File: src/rtl/regfile_rd_port.sv
// Integer register file (32 x XLEN, x0 = 0) with one write-back port, two registered read ports and a pending-write scoreboard.
// Latency: read data 1 cycle after address, with write-through bypass from the same-cycle write-back; STALL is combinational.
// Backpressure: RD_EN=0 freezes both read outputs (decode stall); the array and scoreboard keep updating regardless.
//
// Ports:
//   CLK, RST_N           clock, asynchronous active-low reset
//   WB_WE/WB_WA/WB_WD    write-back port (writes to x0 are dropped)
//   RD_EN                read-output update enable
//   RS1_A/RS2_A          read addresses; RS1_D/RS2_D registered read data
//   ISS_V/ISS_RD         issue of an instruction that will later write ISS_RD (sets busy)
//   STALL                an operand address has a pending write not landing this cycle
// Optional build macro RF_DEBUG_PORT_EN adds DBG_A/DBG_D (raw array peek, no bypass)
// and DBG_BUSY (live busy vector). Without it those ports and their logic do not exist.
module regfile_rd_port #(
    parameter int XLEN = 32,
    parameter int NREG = 32,
    parameter int AW   = 5
) (
    input  logic            CLK,
    input  logic            RST_N,
    input  logic            WB_WE,
    input  logic [AW-1:0]   WB_WA,
    input  logic [XLEN-1:0] WB_WD,
    input  logic            RD_EN,
    input  logic [AW-1:0]   RS1_A,
    input  logic [AW-1:0]   RS2_A,
    output logic [XLEN-1:0] RS1_D,
    output logic [XLEN-1:0] RS2_D,
    input  logic            ISS_V,
    input  logic [AW-1:0]   ISS_RD,
    output logic            STALL
`ifdef RF_DEBUG_PORT_EN
    ,
    input  logic [AW-1:0]   DBG_A,
    output logic [XLEN-1:0] DBG_D,
    output logic [NREG-1:0] DBG_BUSY
`endif
);

    logic [XLEN-1:0] regs_q [NREG];
    logic [NREG-1:0] busy_q, busy_d;
    logic [XLEN-1:0] rs1_q, rs1_d;
    logic [XLEN-1:0] rs2_q, rs2_d;

    logic wb_ok;
    logic clr1, clr2;

    // A write-back to x0 is architecturally a no-op for both array and scoreboard.
    assign wb_ok = WB_WE && (WB_WA != '0);

    // The pending write for an operand lands this cycle and is forwarded by the bypass.
    assign clr1 = WB_WE && (WB_WA == RS1_A);
    assign clr2 = WB_WE && (WB_WA == RS2_A);

    // busy_q[0] is held at 0, so address 0 can never stall.
    assign STALL = (busy_q[RS1_A] && !clr1) || (busy_q[RS2_A] && !clr2);

    // Read data next-state: x0 reads 0, then same-cycle write-back wins over stale contents.
    always_comb begin
        rs1_d = rs1_q;
        rs2_d = rs2_q;
        if (RD_EN) begin
            if (RS1_A == '0)
                rs1_d = '0;
            else if (wb_ok && (WB_WA == RS1_A))
                rs1_d = WB_WD;
            else
                rs1_d = regs_q[RS1_A];

            if (RS2_A == '0)
                rs2_d = '0;
            else if (wb_ok && (WB_WA == RS2_A))
                rs2_d = WB_WD;
            else
                rs2_d = regs_q[RS2_A];
        end
    end

    // Scoreboard: clear on write-back first, then set on issue so the younger issue wins a collision.
    always_comb begin
        busy_d = busy_q;
        if (wb_ok)
            busy_d[WB_WA] = 1'b0;
        if (ISS_V && (ISS_RD != '0))
            busy_d[ISS_RD] = 1'b1;
        busy_d[0] = 1'b0;
    end

    always_ff @(posedge CLK or negedge RST_N) begin
        if (!RST_N) begin
            for (int i = 0; i < NREG; i++)
                regs_q[i] <= '0;
            busy_q <= '0;
            rs1_q  <= '0;
            rs2_q  <= '0;
        end else begin
            if (wb_ok)
                regs_q[WB_WA] <= WB_WD;
            busy_q <= busy_d;
            rs1_q  <= rs1_d;
            rs2_q  <= rs2_d;
        end
    end

    assign RS1_D = rs1_q;
    assign RS2_D = rs2_q;

`ifdef RF_DEBUG_PORT_EN
    // Raw array view; regs_q[0] is never written so x0 reads 0 without extra muxing.
    assign DBG_D    = regs_q[DBG_A];
    assign DBG_BUSY = busy_q;
`endif

endmodule
File: config.mk
export PLATFORM = sky130hd
export DESIGN_NAME = regfile_rd_port
export DESIGN_NICKNAME = d
export VERILOG_FILES = /design/src/rtl/regfile_rd_port.sv
export SDC_FILE = /design/constraint.sdc
export NUM_CORES = 2
export LEC_CHECK = 0
export BUFFER_PORTS_ARGS = -buffer_cell sky130_fd_sc_hd__clkbuf_2
export CORE_MARGIN = 2
export CORE_UTILIZATION = 50
export DETAILED_ROUTE_END_ITERATION = 6
export PLACE_DENSITY = 0.66
export SYNTH_ARGS = -nofsm -noshare
export SYNTH_HDL_FRONTEND = slang
export SYNTH_SLANG_ARGS = --single-unit
File: constraint.sdc
create_clock -name CLK -period 2.35 [get_ports CLK]
set_input_delay 0.1175 -clock CLK [delete_from_list [all_inputs] [get_ports CLK]]
set_output_delay 0.1175 -clock CLK [all_outputs]
set_load 0.05 [all_outputs]
Yosys cells after proc, flatten, opt, wreduce, memory -nomap -nowiden:

Cells that the tools add are included.

* add/sub/neg operators: 0
* multipliers: 0
* div/mod/pow operators: 0
* $lt $le $gt $ge: 10
* eq/ne operators: 2
* shift operators: 0
* multiplexer cells: 23
* bitwise logic cells: 6
* reductions and logical operators: 18

Operators with widths (number)
* bitwise mux 1024 bit: 1
* two-way mux 32 bit: 11
* binary-select mux 32 bit (select 5 bit): 2
* demux 32 bit (select 5 bit): 1
* AND 32 bit: 1
* inverter 32 bit: 1
* OR 32 bit: 1
* less-than comparator 5 x 6 -> 1 bit (second input constant): 4
* greater-or-equal comparator 6 bit (second input constant): 3
* inverter 5 -> 6 bit: 3
* logical AND 1 bit: 11
* binary-select mux 1 bit (select 5 bit): 2
* demux 1 bit (select 5 bit): 2
* == test 5 bit: 2
* greater-or-equal comparator 5 x 1 -> 1 bit (second input constant): 2
* zero test 5 bit: 2
* nonzero test 5 bit: 2
* less-than comparator 6 x 1 -> 1 bit (second input constant): 1
* two-way mux 1 bit: 4
* zero test 1 bit: 2
* logical OR 1 bit: 1

* flip-flop bits (word level): 1119
* latch bits: 0
* bits in writable memories: 0
* memory bits (read-only): 0
* bits of input ports: 57
* output and inout port bits: 65
* logic and storage cells: 94
* memories: 0

Logic depth before layout (Yosys ltp):

* word-level depth: 9
* mapped depth: 10
* mapped depth without buffers: 5

Worst setup path after synthesis:

OpenSTA, ideal clock, no wires.

* path kind: input port to output port
* start: input RS2_A[0]
* end: output STALL
* arrival time: 2131 ps
* required time: 2233 ps
* setup slack: 101 ps
* stages: 8
* buffers on the path: 3
* path through: buf_2 buf_4 buf_2 mux2i_1 mux2_2 o211ai_1 o211ai_1 o221ai_1

* cells in the longest elaborated chain, start to end: 5
* elaborated cells between the ends (all ways): 7
* classes of those cells: 1 x eq/ne; 2 x mux; 4 x reduce/logical

RTL lines
* from (decl): RTL line 26 `input logic [AW-1:0] RS2_A,`
* parallel branches: the longest is 3 deep, another holds binary-select mux 1 bit (select 5 bit)
* logical AND 1 bit (*): RTL line 56 `assign STALL = (busy_q[RS1_A] && !clr1) || (busy_q[RS2_A] && !clr2);`
* logical OR 1 bit (*): RTL line 56
* to (decl): RTL line 31 `output logic STALL`

Mark *: on every way between the ends. The select of a mux whose other input is x is not followed.

Worst setup path in the final report:

* start: register busy_q[7]
* end: output STALL

* cells in the longest elaborated chain, start to end: 4
* elaborated cells between the ends (all ways): 7
* classes of those cells: 4 x mux; 3 x reduce/logical

RTL lines
* from (decl): RTL line 41 `logic [NREG-1:0] busy_q, busy_d;`
* from (signal assigned): RTL line 99 `busy_q <= busy_d;`
* binary-select mux 1 bit (select 5 bit): RTL line 56
* two-way mux 1 bit (implied by the code): RTL line 56
* logical AND 1 bit: RTL line 56
* logical OR 1 bit (*): RTL line 56

Mark *: on every way between the ends. The rest lies on a longest branch, timed or not. The select of a mux whose other input is x is not followed.

==> summary.txt <==
Logic synthesis
  • Post-synthesis cell type count: 51
  • Seq cells post-synth: 1,119
  • Most used DFF post-synth: dfrtp_1
  • Yosys warning total: 0
  • Mapped Cells: 3,846
  • Top-area cell type share of the netlist area: 47.7%
  • Synth Cell Area: 58,600 um^2
  • Top cells by area, synth: dfrtp_1 (48%), mux4_2 (21%), mux2_2 (11%)
  • Sequential area share after synthesis: 47.7%
  • Async S/R FF share, synth: 100%
  • Post-synth top area cell: dfrtp_1
  • Mapped Nets: between 3,000 and 4,000
  • Avg Synthesized Cell Area: 15.2 um^2
  • Number of synthesized flops with an enable pin: 0

Floorplan
  • Die area: 120,000 um^2
  • # IOs: 122
  • Die width: between 300 and 400 um
  • Core Box Area: 116,000 um^2
  • Vert. Die Dim: between 300 and 400 um
  • Initial Util: between 50% and 60%
  • FP Rows: 125

Detailed routing
  • Initial DRC count: 3,587
  • Routed WL: between 150,000 and 200,000 um
  • Vias: approximately 37,000
  • TritonRoute pass-1 iters: 5
  • Residual DRC: 0
  • Avg Vias per Cell: between 6 and 7
  • Drt wl/cell: about 32 um
  • Routed Antenna Nets: 0

GRT
  • GR Overflow Total: 0
  • Vias in the first global route: 37,431
  • Largest net degree at the start of global routing: 101
  • Initial antenna violation count: 13
  • First-pass GRT wire length: 262,000 um
  • GRT Overall Usage: 29.5%

Clocking
  • Clock sinks: 1,119
  • Worst-Skew Late Latency: 0.72 ns
  • CTS max path bufs: 3
  • H-tree depth: 3
  • Inserted Clock Buffers: ~120
  • TritonCTS clock tree: built
  • Clock transition at path regs: 0.06 ns
  • Clock Root Buffer: clkbuf_16

Worst setup path
  • Crit path cell chain: mux4_2 > nand2_1 > o211ai_1 > o211ai_1 > o221ai_2 > buf_8
  • Buffers & Inverters on Critical Path: 1
  • Most frequent CP cell: o211ai_1
  • Crit Reg-Reg Startpoint: regs_q[798]$_DFFE_PN0P_
  • Crit-path max FO: 2
  • R2R Setup Slk: 0.61 ns
  • Beginning of the critical path: busy_q[7]$_DFF_PN0_
  • Worst Path Arrival: 2.42 ns
  • Setup CP Type: reg2out
  • CP max-delay cell: mux4_2
  • Critical Path Source Type: register
  • CP top delay family: compound AO/OA/AOI/OAI gates
  • Worst Setup End Kind: output port
  • Worst endpoint required time: 2.23 ns
  • Worst stage delay on the critical path: 0.50 ns

Timing
  • Fin crit share: 108%
  • Fmax: 395 MHz
  • Setup Viol. Count Final: 1
  • Worst-Margin Slew: roughly 0.9 ns
  • Worst Slack Setup Final: -0.184 ns
  • Final Hold Fails: 0
  • RSZ-0062 raised after global routing: yes
  • Final slew viol count: 0
  • Clock skew: 0.0198 ns
  • Slew headroom: 41.6%
  • Crit path time final: between 2 and 3 ns

Finish
  • Multi-input logic area: 28,900 um^2
  • Most common cell after layout, fill and taps aside: dfrtp_1
  • Reg area: 28,000 um^2
  • Final nets: 3,939
  • Fill cells: 9,073
  • Synthesis-to-finish area growth: 13.5%
  • Most frequent cells in the layout: dfrtp_1 (1,119), mux2_2 (563), mux4_2 (556)
  • Layout cell share with drive strength beyond 1: 42.4%

Placement
  • Pre-CTS setup slack: roughly 0.052 ns
  • Dpl hpwl: 104,000 um
  • PortBufs: 121
  • Routability cong.: 0.851

Power
  • Peak VDD IR: 0.613 mV
  • Total power: 0.0568 W
  • Pleak: 29.1 nW
  • Pwr dens: 854 nW/um^2

Run status
  • Failing checks: negative setup slack
  • Status: finished with violations

Job
  • Max Cap Viol: 0

Worst hold path
  • Min-delay worst type: in2reg
  • Worst hold path startpoint: WB_WD[22]
-- state kept, by name, summed over array words and instances, names as in the netlist --
name    count
busy_q     31
regs_q   1024
RS1_D      32
RS2_D      32
-- area by class of cell --
| cell class | count | share of cell area, % |
|---|---|---|
| Inverter | 7 | 0.0395 |
| Multi-Input combinational cell | 2295 | 43.5 |
| Clock buffer | 172 | 5.30 |
| Tap cell | 1524 | 2.87 |
| Sequential cell | 1119 | 42.1 |
| Timing Repair Buffer | 342 | 5.50 |
| Antenna cell | 2 | 0.00752 |
| Clock inverter | 42 | 0.750 |
-- logic make-up (layout without fill, tap and decap cells) --
kind of cell,count (synthesis),in the layout,share of synthesized area (%)
simple gates,318,318,2.82
compound gates,282,282,3.01
xor+xnor,10,10,0.162
flops,1119,1119,47.7
other cells,0,2,0
buf+inv,432,563,3.43
mux,1685,1685,42.8
-- timing repair --
item | in CTS | in global routing
gates resized for setup | 3 | 1
hold buffers | 16 | 0
setup endpoints to repair | 1 | 1
setup buffers | 1 | 0
gates cloned | 0 | 0
hold endpoints to repair | 918 | 0
pin swaps | 3 | 2
-- cells in the mapped netlist (2+ instances only) --
cell type,instances
nor3b_1,7
a21oi_1,65
inv_1,7
nand2_1,119
nand4_1,2
o21ai_1,33
nand3b_1,11
mux2_1,466
nand3_1,42
o211ai_1,35
a211oi_1,32
a22o_1,15
nor3_1,4
clkbuf_1,223
o21ai_0,21
buf_1,25
buf_2,142
mux4_2,556
nor3b_2,2
nand2b_1,32
xnor2_1,9
and3_1,3
mux2i_1,100
dfrtp_1,1119
buf_6,23
o22ai_1,71
buf_4,10
and3b_1,3
o221ai_1,2
nor2b_1,67
mux2_2,563
nor2_1,18
-- per-layer routing --
metal	part of all wire, %	wire length (um)	GRT usage (%)
met1	43	74600	42.9
met2	46	81300	45.4
met3	8.0	14000	5.76
met4	2.9	5140	8.83
met5	0.039	69	0
-- worst paths after layout --
kind                            cells past startpoint                        to
worst max register to register                      5     RS2_D[30]$_DFFE_PN0P_
worst min-delay path                                3     RS2_D[22]$_DFFE_PN0P_
min in group asynchronous                           3   regs_q[440]$_DFFE_PN0P_
worst min register to register                      0  regs_q[1021]$_DFFE_PN0P_
worst max-delay path                                6                     STALL
max in group asynchronous                           3   regs_q[457]$_DFFE_PN0P_
-- where the power goes --
group | leakage (nW) | switching (W) | internal, W | total, W
Clock | 2.00 | 0.00796 | 0.0115 | 0.0195
Sequential | 14.3 | 0.00287 | 0.0230 | 0.0258
Combinational | 12.7 | 0.00484 | 0.00665 | 0.0115
-- tightest hold or removal path: cells and delay by family --
| family | cells | cell delay (ns) |
|---|---|---|
| and+or+nand+nor | 1 | 0.06 |
| buffers and inverters | 1 | 0.45 |
| AOI/OAI and AO/OA | 1 | 0.13 |
-- through the flow --
stage	hold WS, ns	TNS, ns	area (um^2)	std cells	utilization, %
floorplan	-0.178	0	58600	3846	-
global placement	0.0663	0	62300	5270	53.6
detailed placement	0.0687	0	62300	5270	53.6
CTS	0.0208	-0.216	66500	5501	57.3
global route	0.0775	-0.217	66500	5502	57.3
finish	0.0767	-0.184	66500	5503	57.3
No activity file was read; power rests on OpenSTA's default activity.
